--- src/rtl/gfx_mem_arbiter.sv ---
// ---------------------------------------------------------------------------
// gfx_mem_arbiter
//
// Shares the DDR2 address FIFO (af) and write-data FIFO (wdf) between the
// graphics write clients (0 = line engine, 1 = frame filler, 2 = cache bypass)
// and the pixel feeder's read requests. The RequestController downstream only
// ever sees a single graphics master.
//
// A write is atomic: one af write command together with wdf beat0, followed
// by wdf beat1. No other client can push in between. Reads take priority,
// but only RD_MAX reads in a row are granted while a writer is waiting.
// Writers are served round-robin.
//
// Ports
//   clk, rst_n                 clock, asynchronous active-low reset
//   wr_req[N_WR]               writer requests, held until wr_done
//   wr_addr[31*N_WR]           writer addresses, slice i = [31*i +: 31]
//   wr_data[128*N_WR]          current beat data per writer (beat0, then beat1)
//   wr_mask[16*N_WR]           current beat mask per writer
//   wr_beat_ack[N_WR]          pulse: that writer's beat0 (and af cmd) pushed
//   wr_done[N_WR]              pulse: that writer's beat1 pushed
//   rd_req, rd_addr            pixel-feeder read request and address
//   rd_ack                     pulse: read command pushed into af
//   af_full, wdf_full          FIFO backpressure
//   af_cmd_din/addr_din/wr_en  af push port (cmd 000 = write, 001 = read)
//   wdf_din/mask_din/wr_en     wdf push port
//   grant_id                   current owner (N_WR means the reader)
//   busy                       high whenever a transaction is in flight
// ---------------------------------------------------------------------------
module gfx_mem_arbiter #(
  parameter int N_WR   = 3,
  parameter int RD_MAX = 4
) (
  input  logic                clk,
  input  logic                rst_n,
  input  logic [N_WR-1:0]     wr_req,
  input  logic [31*N_WR-1:0]  wr_addr,
  input  logic [128*N_WR-1:0] wr_data,
  input  logic [16*N_WR-1:0]  wr_mask,
  output logic [N_WR-1:0]     wr_beat_ack,
  output logic [N_WR-1:0]     wr_done,
  input  logic                rd_req,
  input  logic [30:0]         rd_addr,
  output logic                rd_ack,
  input  logic                af_full,
  input  logic                wdf_full,
  output logic [2:0]          af_cmd_din,
  output logic [30:0]         af_addr_din,
  output logic                af_wr_en,
  output logic [127:0]        wdf_din,
  output logic [15:0]         wdf_mask_din,
  output logic                wdf_wr_en,
  output logic [1:0]          grant_id,
  output logic                busy
);

  localparam int CW = $clog2(RD_MAX + 1);
  localparam logic [2:0] CMD_WRITE = 3'b000;
  localparam logic [2:0] CMD_READ  = 3'b001;

  typedef enum logic [1:0] {IDLE, RD_CMD, WR_CMD, WR_BEAT1} state_t;

  state_t          state_reg, state_next;
  logic [1:0]      grant_reg, grant_next;
  logic [1:0]      rr_ptr_reg, rr_ptr_next;
  logic [CW-1:0]   rd_cnt_reg, rd_cnt_next;

  logic            any_wr;
  logic [1:0]      win_idx;
  logic [1:0]      sel;
  logic            beat0_push;
  logic            beat1_push;

  logic [1:0]      cand_idx [N_WR];
  logic [N_WR-1:0] cand_req;
  logic [30:0]     addr_arr [N_WR];
  logic [127:0]    data_arr [N_WR];
  logic [15:0]     mask_arr [N_WR];

  assign any_wr = |wr_req;

  genvar gi;
  generate
    for (gi = 0; gi < N_WR; gi++) begin : g_client
      // Candidate gi is the client gi places after rr_ptr, wrapped to N_WR.
      // rr_ptr is always below N_WR, so one conditional subtract suffices.
      logic [2:0] cand_sum;
      assign cand_sum      = {1'b0, rr_ptr_reg} + 3'(gi);
      assign cand_idx[gi]  = (cand_sum >= 3'(N_WR)) ? 2'(cand_sum - 3'(N_WR)) : cand_sum[1:0];
      assign cand_req[gi]  = wr_req[cand_idx[gi]];

      assign addr_arr[gi]  = wr_addr[31*gi +: 31];
      assign data_arr[gi]  = wr_data[128*gi +: 128];
      assign mask_arr[gi]  = wr_mask[16*gi +: 16];

      assign wr_beat_ack[gi] = beat0_push && (grant_reg == 2'(gi));
      assign wr_done[gi]     = beat1_push && (grant_reg == 2'(gi));
    end
  endgenerate

  // First requesting candidate in rotated order wins.
  always_comb begin
    win_idx = cand_idx[0];
    for (int k = N_WR - 1; k >= 0; k--) begin
      if (cand_req[k]) begin
        win_idx = cand_idx[k];
      end
    end
  end

  // grant_reg holds N_WR while a read is in flight; clamp so the writer
  // slice mux always sees a legal index (outputs are gated by state anyway).
  assign sel = (grant_reg < 2'(N_WR)) ? grant_reg : 2'd0;

  // State register
  always_ff @(posedge clk or negedge rst_n) begin
    if (!rst_n) begin
      state_reg  <= IDLE;
      grant_reg  <= '0;
      rr_ptr_reg <= '0;
      rd_cnt_reg <= '0;
    end else begin
      state_reg  <= state_next;
      grant_reg  <= grant_next;
      rr_ptr_reg <= rr_ptr_next;
      rd_cnt_reg <= rd_cnt_next;
    end
  end

  // Next-state logic
  always_comb begin
    state_next  = state_reg;
    grant_next  = grant_reg;
    rr_ptr_next = rr_ptr_reg;
    rd_cnt_next = rd_cnt_reg;
    case (state_reg)
      IDLE: begin
        // The read wins unless it has used up its run while a writer waits.
        if (rd_req && ((rd_cnt_reg < CW'(RD_MAX)) || !any_wr)) begin
          state_next = RD_CMD;
          grant_next = 2'(N_WR);
        end else if (any_wr) begin
          state_next = WR_CMD;
          grant_next = win_idx;
        end
      end
      RD_CMD: begin
        if (!af_full) begin
          state_next = IDLE;
          // Count only reads that actually delayed a writer.
          if (any_wr) begin
            if (rd_cnt_reg != CW'(RD_MAX)) begin
              rd_cnt_next = rd_cnt_reg + 1'b1;
            end
          end else begin
            rd_cnt_next = '0;
          end
        end
      end
      WR_CMD: begin
        if (!af_full && !wdf_full) begin
          state_next = WR_BEAT1;
        end
      end
      WR_BEAT1: begin
        if (!wdf_full) begin
          state_next  = IDLE;
          rr_ptr_next = (grant_reg == 2'(N_WR - 1)) ? 2'd0 : grant_reg + 1'b1;
          rd_cnt_next = '0;
        end
      end
      default: state_next = IDLE;
    endcase
  end

  // Output logic: strobes depend on state and full flags only, so a push
  // never happens in a cycle where the target FIFO reports full.
  always_comb begin
    af_wr_en     = 1'b0;
    wdf_wr_en    = 1'b0;
    rd_ack       = 1'b0;
    beat0_push   = 1'b0;
    beat1_push   = 1'b0;
    af_cmd_din   = '0;
    af_addr_din  = '0;
    wdf_din      = '0;
    wdf_mask_din = '0;
    case (state_reg)
      RD_CMD: begin
        af_cmd_din  = CMD_READ;
        af_addr_din = rd_addr;
        if (!af_full) begin
          af_wr_en = 1'b1;
          rd_ack   = 1'b1;
        end
      end
      WR_CMD: begin
        af_cmd_din   = CMD_WRITE;
        af_addr_din  = addr_arr[sel];
        wdf_din      = data_arr[sel];
        wdf_mask_din = mask_arr[sel];
        // Command and beat0 go together so the pair can never be split.
        if (!af_full && !wdf_full) begin
          af_wr_en   = 1'b1;
          wdf_wr_en  = 1'b1;
          beat0_push = 1'b1;
        end
      end
      WR_BEAT1: begin
        wdf_din      = data_arr[sel];
        wdf_mask_din = mask_arr[sel];
        if (!wdf_full) begin
          wdf_wr_en  = 1'b1;
          beat1_push = 1'b1;
        end
      end
      default: ;
    endcase
  end

  assign grant_id = grant_reg;
  assign busy     = (state_reg != IDLE);

endmodule

--- config.mk ---
export PLATFORM = sky130hd
export DESIGN_NAME = gfx_mem_arbiter
export DESIGN_NICKNAME = d
export VERILOG_FILES = /design/src/rtl/gfx_mem_arbiter.sv
export SDC_FILE = /design/constraint.sdc
export NUM_CORES = 1
export LEC_CHECK = 0
export CELL_PAD_IN_SITES_DETAIL_PLACEMENT = 0
export CELL_PAD_IN_SITES_GLOBAL_PLACEMENT = 1
export CORE_AREA = 4 4 291 293
export DETAILED_ROUTE_END_ITERATION = 12
export DIE_AREA = 0 0 295 297
export PLACE_DENSITY_LB_ADDON = 0.08
export SYNTH_ARGS = -nofsm -noshare
export SYNTH_HDL_FRONTEND = slang
export SYNTH_SLANG_ARGS = --single-unit
--- constraint.sdc ---
create_clock -name clk -period 4.2 [get_ports clk]
set_input_delay 0.42 -clock clk [delete_from_list [all_inputs] [get_ports clk]]
set_output_delay 0.42 -clock clk [all_outputs]
set_load 0.01 [all_outputs]
# Yosys cells after proc, flatten, opt, wreduce, memory -nomap -nowiden
# Cells that the tools add are included.
dict set report word_totals {
  ff_bits 9
  latchBits 0
  ram_bits 0
  romBits 0
  inputBits 564
  out_inout_bits 190
  word_cells 104
  n_memories 0
}
dict set report classes {
  add_sub_neg 7
  multipliers 0
  div 0
  order_cmp 9
  n_eq_ne 11
  shift 0
  muxes 48
  n_bitwise 2
  reduce_logical 23
}
# cell count
set op_table {}
lappend op_table {{128-bit 2-to-1 mux} 3}
lappend op_table {{128-bit binary-select mux with 2-bit select} 1}
lappend op_table {{31-bit binary-select mux with 2-bit select} 1}
lappend op_table {{31-bit 2-to-1 mux} 2}
lappend op_table {{31-bit one-hot mux with 2 select lines} 1}
lappend op_table {{16-bit 2-to-1 mux} 3}
lappend op_table {{16-bit binary-select mux with 2-bit select} 1}
lappend op_table {{2-bit 2-to-1 mux} 15}
lappend op_table {{3-bit 2-to-1 mux} 4}
lappend op_table {{1-bit 2-to-1 mux} 10}
lappend op_table {{2-bit by 3-bit < comparator with 1-bit output (second input constant)} 3}
lappend op_table {{3-bit inequality test (second input constant)} 3}
lappend op_table {{1-bit logical AND} 8}
lappend op_table {{2-bit one-hot mux with 4 select lines} 1}
lappend op_table {{4-bit AND reduction} 2}
lappend op_table {{1-bit binary-select mux with 2-bit select} 3}
lappend op_table {{2-bit == test (second input constant)} 3}
lappend op_table {{3-bit by 2-bit greater-or-equal comparator with 1-bit output (second input constant)} 2}
lappend op_table {{2-bit inequality test (second input constant)} 3}
lappend op_table {{3-bit one-hot mux with 2 select lines} 1}
lappend op_table {{2-bit nonzero test} 3}
lappend op_table {{2-bit subtractor (second input constant)} 3}
lappend op_table {{2-bit by 1-bit == test with 1-bit output (second input constant)} 2}
lappend op_table {{2-bit logical NOT} 2}
lappend op_table {{16 further kinds} 20}

# Depth between registers and ports, before layout
# Gate-level depths: netlist of run 1.
dict set report depth {
  depth_word 10
  mapped_depth 7
  ltp_nobuf 6
}

# Least setup slack after synthesis of run 1
# No wires, ideal clock.
dict set report synth_timing {
  path_kind {reg-to-output}
  from {register state_reg[0]}
  to {output port wdf_din[100]}
  arrival_ns 1.573
  required_ns 3.780
  slack_ns 2.207
  path_stages_with_launch 7
  path_buffers 2
  cell_sequence {dfrtp_1 inv_1 ha_1 nor2_1 buf_2 buf_1 a211oi_1}
}
dict set report synth_via {
  elab_chain_cells 3
  elab_cells_between_ends 4
  cone_classes {2 x eq/ne; 1 x mux; 1 x reduce/logical}
}
# item line
set synth_rtl {}
lappend synth_rtl {{start, declared} 63} ;# state_t state_reg, state_next;
lappend synth_rtl {{start signal, assigned} 123} ;# state_reg <= state_next;
lappend synth_rtl {{2-bit == test} 188} ;# case (state_reg)
lappend synth_rtl {{2-bit OR reduction (no line) *} n/a}
lappend synth_rtl {{128-bit 2-to-1 mux *} n/a}
lappend synth_rtl {{end, declared} 50} ;# output logic [127:0] wdf_din,
# Every way passes the cells marked *; elsewhere a longest branch is shown, timed or not.

# Worst setup path after layout of run 1
dict set report layout_timing {
  from {register grant_reg[1], in the netlist grant_id[1]}
  to {output port wdf_din[100]}
}
dict set report layout_via {
  elab_chain_cells 7
}
# item line
set layout_rtl {}
lappend layout_rtl {{start, declared} 64} ;# logic [1:0] grant_reg, grant_next;
lappend layout_rtl {{start signal, assigned} 124} ;# grant_reg <= grant_next;
lappend layout_rtl {{2-bit < comparator} 113} ;# assign sel = (grant_reg < 2'(N_WR)) ? grant_reg : 2'd0;
lappend layout_rtl {{2-bit 2-to-1 mux *} 113}
lappend layout_rtl {{2-bit inverter with 3-bit output (implied by the code) *} {200, 210}}
lappend layout_rtl {{128-bit binary-select mux with 2-bit select *} {200, 210}}
lappend layout_rtl {{128-bit 2-to-1 mux (implied by the code) * (2 in a row)} {200, 210}}
lappend layout_rtl {{128-bit 2-to-1 mux *} n/a}
# Every way passes the cells marked *; elsewhere a longest branch is shown, timed or not. The select of a mux whose other input is x is not followed.

==> flow_summary.ini, run 1 <==
[outcome]
status = finished clean

[global_route]
first_global_vias = 10800
grt_pass1_wl_um = 82000
grt_overflow = 0
grt_max_degree = 98
antenna_found_initial = 22
grtUsageTotal = 0.126

[synthesis]
yosysWarnings = 0
yosys-top-cells-area = a211oi_1 29%, mux2i_1 24%, nor2b_1 12%
synth_edf_count = 0
yosysTopAreaCell = a211oi_1
syn_inst = 987
yosysSeqAreaShare = 0.0301
netlist.area_leader.share = 0.289
synth_area_per_cell_sq_um = 7.58
async_flop_share = 1.00
ys.flop_type = dfrtp_1
synth_seq_cells = 9
synthDistinctLibCells = 43
syn-cell-area_sq_um = 7480

[placed_design]
place_congestion = 0.782
dp.cells = 2710
io_buffers = 751
hpwl_um = 48700

[floorplanning]
dieWidth_um = 295
start_util = 0.0914
fp-row-count = 105
coreArea_sq_um = 81800
fp.dieH_um = 297
die_area_sq_um = 87600
ios = 754

[timing]
max_slew.worst_pin.slew_ps = 860
finalHoldViolCount = 0
timing.final.crit_share = 0.811
max_freq_mhz = 293
setup_tns_ps = 0
period_minus_slack_ps = 3410
setup_viol = 0
finalClockSkew_ps = 3.92
slew_violations = 0
slew_headroom = 0.427
rsz0062_at_grt = no

[power_and_ir_drop]
finalPower_uw = 8620
vdd_drop_max_v = 0.000283
net-switching-power_uw = 4440
leakagePower_uw = 0.00575
p_int_uw = 4180
pwr-share-comb = 0.941
swShare = 0.515
p_seq_frac = 0.039
clkPwrFrac = 0.020
cellPowerDensity_nw_per_um2 = 539

[clock_tree]
cts-root-buf = clkbuf_16
cts_sinks = 9
path_clk_slew_ps = 40
cts-htree-levels = 1
numCtsBuffers = 3
cts_tree = yes
clk_latency_ps = 240
clk_path_buf_depth = 2
hold_buffers = 0
cts_resized = 0
postCtsSetupRepairBufs = 0

[finish]
utilization = 0.196
fin_cells = 2732
drive_gt1_frac = 0.0414
final_cell_mix = 751 x clkdlybuf4s50_1, 288 x a211oi_1, 177 x mux2i_1, 146 x nor2b_1, 68 x nand2_1
largest_reg_flops = 3
area_growth_pct = 114
final_common_cell = clkdlybuf4s50_1
fin_nets = 2219

[detailed_routing]
vias_per_cell = 3.83
ant_nets = 0
drc = 0
drt_iter0_markers = 316
wl_um = 59300
vias = 10500
routedWlPerCell_um = 21.7
drt_first_pass_iters = 4

[min_path]
min-delay-path-class = input pin to async pin

[worst_setup_path]
crit_required_ps = 3780
cp_slowest_stage_delay_ps = 930
arrival_ps = 2990
crit_cells = 5
slowest_stage = dfrtp_4
path_max_fanout = 97
end_kind = output port
reg2reg_depth = 6
crit_chain = buf_12, nor2b_1, a211oi_1, a211oi_1, clkdlybuf4s50_1
path_common_cell = a211oi_1
path_class = register to output port
critPathBufInv = 2
critPathTopFamily = buffers and inverters
startpoint_type = register

[job]
drv_cap = 0
==> Yosys cell counts (2+ instances only) <==
| cell | n |
|---|---|
| a211oi_1 | 288 |
| mux2i_1 | 177 |
| nor2b_1 | 146 |
| nand2_1 | 68 |
| clkbuf_1 | 58 |
| o211ai_1 | 33 |
| mux2_2 | 31 |
| a21boi_0 | 30 |
| buf_2 | 23 |
| buf_1 | 15 |
| inv_1 | 12 |
| buf_12 | 11 |
| buf_6 | 11 |
| nor2_1 | 11 |
| ha_1 | 10 |
| dfrtp_1 | 9 |
| buf_4 | 7 |
| o21ai_0 | 7 |
| a21oi_1 | 5 |
| nand2b_1 | 4 |
| nor3_1 | 4 |
| a21o_1 | 2 |
| a221oi_1 | 2 |
| a31oi_1 | 2 |
| nand3_1 | 2 |
| nand3b_1 | 2 |
==> stage by stage <==
| stage | setup WS, ps | cell area [sq um] | hold slack [ps] |
|---|---|---|---|
| after floorplan | 2210 | 7480 | 124 |
| after global placement | 1010 | 15900 | 500 |
| after detailed placement | 981 | 15900 | 518 |
| after CTS | 728 | 16000 | 534 |
| after global routing | 628 | 16000 | 566 |
| final | 792 | 16000 | 517 |
==> path summary, 6_finish.rpt <==
kind / slack, ps / from / to
max: 790 / grant_id[1] / wdf_din[100]
min: 520 / rst_n / rr_ptr_reg[1]
max reg2reg: 2170 / state_reg[0] / state_reg[0]
min reg2reg: 530 / rd_cnt_reg[1] / rd_cnt_reg[1]
max in group asynchronous: 3300 / rst_n / grant_id[1]
min in group clk: 530 / rd_cnt_reg[1] / rd_cnt_reg[1]
==> kinds of logic after synthesis <==
kind of cell,synth area share
AO/OA/AOI/OAI,0.381
AND/OR/NAND/NOR,0.175
buffers and inverters,0.111
flip-flops,0.0301
adder cells (fa/ha/maj),0.0167
other,0.000501
multiplexers,0.285
==> final cells by class <==
| cell class | instances | area, sq um |
|---|---|---|
| inverter | 12 | 45.0 |
| clock buffer | 4 | 78.8 |
| tap | 1070 | 1340 |
| fill | 9148 | 65800 |
| antenna | 18 | 45.0 |
| sequential | 9 | 233 |
| timing repair buffer | 777 | 7840 |
| multi-input combinational | 842 | 6440 |
==> power groups by stage <==
stage | registers (uW) | logic [uW] | clock network, uW
after floorplan | 151 | 4520 | 0
after global placement | 361 | 8360 | 0
after detailed placement | 363 | 8340 | 0
after CTS | 362 | 8380 | 179
after global routing | 373 | 8820 | 184
final | 338 | 8110 | 174
==> layer usage <==
layer	global-route usage	vias to the layer above	routed length (um)
li1	-	5143	-
met1	0.124	4934	20500
met2	0.256	352	33500
met3	0.0349	33	4310
met4	0.0285	6	877
met5	0	-	34
(Power assumes the default switching activity.)
==> run 2, diff against run 1 <==
- CORE_AREA: 4 4 291 293 -> 4 4 287 289
- DIE_AREA: 0 0 295 297 -> 0 0 291 293
- clock period: 4.2 -> 3.1 ns (I/O delays scaled with it)
==> run 2 against run 1 <==
  * Worst setup slack lost 570 ps
  * Combinational power grew 42%
  * Non-clock buffer count grew 19
  * Clock skew grew 1.8 ps
  * Count of clock-buffer cells in the layout is the same
  * Core utilization grew 0.75 points
  * Sequential power shrank 26%
==> flow_summary.ini, run 2 (synthesis gave the netlist of run 1 again) <==
[worst_setup_path]
startpoint_type = register
crit_required_ps = 2790
end_kind = output port
cp_slowest_stage_delay_ps = 650
path_max_fanout = 42
crit_chain = buf_12, buf_12, nor2b_1, a211oi_1, a211oi_1, clkdlybuf4s50_1
path_class = register to output port
slowest_stage = a211oi_1
arrival_ps = 2570

[floorplanning]
fp-row-count = 104
fp.dieH_um = 293
die_area_sq_um = 85300
coreArea_sq_um = 79900
dieWidth_um = 291
start_util = 0.0936
ios = 754

[timing]
finalHoldViolCount = 0
rsz0062_at_grt = no
slew_headroom = 0.491
max_slew.worst_pin.slew_ps = 758
finalClockSkew_ps = 5.73
setup_tns_ps = 0
whs_ps = 409
max_freq_mhz = 347
slew_violations = 0
setup_viol = 0
timing.final.crit_share = 0.930
period_minus_slack_ps = 2880

[detailed_routing]
wl_um = 60900
met1Wirelength_um = 21000
drt_first_pass_iters = 4
drt_iter0_markers = 272
met2_length_um = 35000
vias_per_cell = 3.89
vias = 10700
routedWlPerCell_um = 22.2
ant_nets = 0
drc = 0
wl_met3_um = 3680
highest_layer = met5

[placed_design]
hpwl_um = 51500
place_congestion = 0.793
io_buffers = 751

[global_route]
grt_pass1_wl_um = 83000
grt_overflow = 0
grt_max_degree = 65
antenna_found_initial = 20
grtUsageTotal = 0.132
first_global_vias = 11000

[finish]
area_growth_pct = 117
drive_gt1_frac = 0.0523
fin_nets = 2238
final_common_cell = clkdlybuf4s50_1
largest_reg_flops = 3
final_cell_mix = 751 x clkdlybuf4s50_1, 288 x a211oi_1, 177 x mux2i_1, 146 x nor2b_1, 68 x nand2_1

[clock_tree]
cts-htree-levels = 1
path_clk_slew_ps = 40
clk_latency_ps = 230
clk_path_buf_depth = 2
postCtsSetupRepairBufs = 5
cts_tree = yes
cts_sinks = 9
cts_resized = 0
cts-root-buf = clkbuf_16
hold_buffers = 0
numCtsBuffers = 3

[power_and_ir_drop]
vdd_drop_max_v = 0.000282
leakagePower_uw = 0.00588
cellPowerDensity_nw_per_um2 = 739

[outcome]
status = finished clean

[job]
drv_cap = 0

[min_path]
min-delay-path-class = input pin to async pin
[run 2: cell types whose count changed in the layout (fill, tap and decap cells not counted)]
cell / change
buf_4: +12
buf_12: +7
diode_2: +1
[run 2: area by class of cell]
| cell class | instances | area [sq um] |
|---|---|---|
| well taps | 1060 | 1330 |
| repair buffers | 796 | 8070 |
| fillers | 8976 | 63700 |
| clock buffers | 4 | 78.8 |
| inverters | 12 | 45.0 |
| diodes | 19 | 47.5 |
| flip-flops and latches | 9 | 233 |
| multi-input cells | 842 | 6440 |
[run 2: path summary, 6_finish.rpt]
path,start,end,slack (ps),depth (start not counted)
worst max-delay path,grant_id[1],wdf_din[100],220,6
worst min-delay path,rst_n,rr_ptr_reg[0],410,1
worst max register to register,state_reg[0],state_reg[0],1070,6
worst min register to register,rd_cnt_reg[1],rd_cnt_reg[1],530,2
max in group asynchronous,rst_n,grant_id[1],2310,1
min in group clk,rd_cnt_reg[1],rd_cnt_reg[1],530,2
[run 2: report_power, final]
group	switching, uW	internal, uW
Sequential	74.9	174
Clock	56.9	172
Combinational	5930	5600
[run 2: per-layer routing]
layer | global-route usage | vias up
li1 | - | 5199
met1 | 0.128 | 5036
met2 | 0.275 | 375
met3 | 0.0342 | 40
met4 | 0.0292 | 4
met5 | 0 | -
[run 2: critical path, delay by kind of cell, from the launching register on]
kind,cells,cell delay (ps)
simple gates,1,80
compound gates,2,760
flops,1,460
buf+inv,3,990
[run 2: through the flow]
stage / setup slack, ps / util / area (sq um) / std cells / total power (uW)
6_report: 218 / 0.203 / 16200 / 2742 / 12000
5_1_grt: 52.8 / 0.203 / 16200 / 2738 / 13000
2_1_floorplan: 1220 / - / 7480 / 988 / 6330
4_1_cts: 148 / 0.203 / 16200 / 2723 / 12300
3_3_place_gp: 326 / 0.201 / 16100 / 2714 / 12000
3_5_place_dp: 219 / 0.201 / 16100 / 2714 / 11900
==> run 3, diff against run 2 <==
- PLACE_DENSITY_LB_ADDON: 0.08 -> 0.1
- SLEW_MARGIN: default -> 20
==> run 3 against run 2 <==
  * Clock power is 4% higher
  * Global-route usage is 0.63 points lower
  * Largest cell class unchanged
  * Non-clock buffer count is 13 higher
  * Final cell count is 0.26% higher
==> flow_summary.ini, run 3 (synthesis gave the netlist of run 1 again) <==
[worst_setup_path]
cp_slowest_stage_delay_ps = 640
path_max_fanout = 28
critPathTopFamily = buffers and inverters
critPathBufInv = 3
startpoint_type = register
path_class = register to output port
arrival_ps = 2590
slowest_stage = dfrtp_4
crit_chain = buf_12, buf_12, nor2b_1, a211oi_1, a211oi_1, clkdlybuf4s50_1
crit_required_ps = 2790
end_kind = output port

[timing]
slew_headroom = 0.613
slew_violations = 0
setup_tns_ps = 0
period_minus_slack_ps = 2900
finalHoldViolCount = 0
timing.final.crit_share = 0.935
rsz0062_at_grt = no
max_slew.worst_pin.slew_ps = 579
max_freq_mhz = 345
setup_viol = 0
finalClockSkew_ps = 4.02

[placed_design]
io_buffers = 751
place_congestion = 0.808
hpwl_um = 49400
dp.cells = 2732

[clock_tree]
cts_tree = yes
clk_latency_ps = 240
hold_buffers = 0
clk_path_buf_depth = 2
numCtsBuffers = 3
cts_resized = 0
postCtsSetupRepairBufs = 0
cts-htree-levels = 1
path_clk_slew_ps = 40
cts-root-buf = clkbuf_16
cts_sinks = 9

[global_route]
first_global_vias = 11000
grt_pass1_wl_um = 80400
grt_overflow = 0
grt_max_degree = 67
grtUsageTotal = 0.126
antenna_found_initial = 14

[detailed_routing]
vias_per_cell = 3.84
drt_iter0_markers = 202
wl_um = 58000
vias = 10500
routedWlPerCell_um = 21.1
drc = 0
drt_first_pass_iters = 4
ant_nets = 0

[floorplanning]
dieWidth_um = 291
coreArea_sq_um = 79900
start_util = 0.0936
ios = 754
fp.dieH_um = 293
die_area_sq_um = 85300
fp-row-count = 104

[power_and_ir_drop]
swShare = 0.497
pwr-share-comb = 0.955
clkPwrFrac = 0.020
leakagePower_uw = 0.00595
p_int_uw = 6090
cellPowerDensity_nw_per_um2 = 740
net-switching-power_uw = 6010
p_seq_frac = 0.025
vdd_drop_max_v = 0.000387

[finish]
drive_gt1_frac = 0.0597
fin_cells = 2749
final_cell_mix = 751 x clkdlybuf4s50_1, 288 x a211oi_1, 177 x mux2i_1, 146 x nor2b_1, 68 x nand2_1
final_common_cell = clkdlybuf4s50_1
area_growth_pct = 118
fin_nets = 2251
largest_reg_flops = 3

[job]
drv_cap = 0

[min_path]
min-delay-path-class = input pin to async pin

[outcome]
status = finished clean
-- run 3: cell types whose count changed in the layout (fill, tap and decap cells not counted), sizes merged --
cell and change:
buf +13, diode -6
-- run 3: metal layers --
layer  vias to the layer above  GRT usage  part of all wire
li1                       5205          -                 -
met1                      4959      0.129              0.36
met2                       361      0.256              0.57
met3                        23     0.0307             0.062
met4                         0     0.0238             0.011
met5                         -          0                 0
-- run 3: power by group through the flow --
stage / combinational [uW] / sequential [uW] / clock [uW]
5_1_grt: 12500 / 322 / 247
6_report: 11500 / 305 / 239
4_1_cts: 11900 / 319 / 242
3_3_place_gp: 11900 / 321 / 0
2_1_floorplan: 6120 / 204 / 0
3_5_place_dp: 11800 / 321 / 0
-- run 3: layout make-up --
cell class              instances  area (sq um)
fillers                      8976         63600
repair buffers                809          8190
multi-input cells             842          6440
well taps                    1060          1330
flip-flops and latches          9           233
clock buffers                   4          78.8
inverters                      12          45.0
diodes                         13          32.5
-- run 3: path summary, 6_finish.rpt --
check / slack, ps / depth (start not counted) / from / to
max in group asynchronous: 2310 / 1 / rst_n / grant_id[1]
max: 200 / 6 / grant_id[1] / wdf_din[108]
min: 410 / 1 / rst_n / rd_cnt_reg[0]
min reg2reg: 520 / 2 / rd_cnt_reg[1] / rd_cnt_reg[1]
min in group clk: 520 / 2 / rd_cnt_reg[1] / rd_cnt_reg[1]
max reg2reg: 1030 / 6 / state_reg[0] / state_reg[0]
-- run 3: per-stage QoR --
| step | hold WS, ps | utilization | power [uW] | area (sq um) | setup slack (ps) |
|---|---|---|---|---|---|
| floorplan | 14.4 | - | 6330 | 7480 | 1220 |
| global placement | 504 | 0.203 | 12200 | 16200 | 285 |
| detailed placement | 514 | 0.203 | 12100 | 16200 | 305 |
| CTS | 432 | 0.204 | 12400 | 16300 | 58.0 |
| global route | 456 | 0.205 | 13000 | 16300 | 66.0 |
| finish | 409 | 0.205 | 12100 | 16300 | 202 |
-- run 3: worst register-to-register path: cells and delay by family (launching register included) --
family | cells | cell delay (ps)
AOI/OAI and AO/OA | 2 | 370
buffers and inverters | 2 | 580
adders and majority gates | 1 | 230
DFF | 1 | 410
muxes | 1 | 350
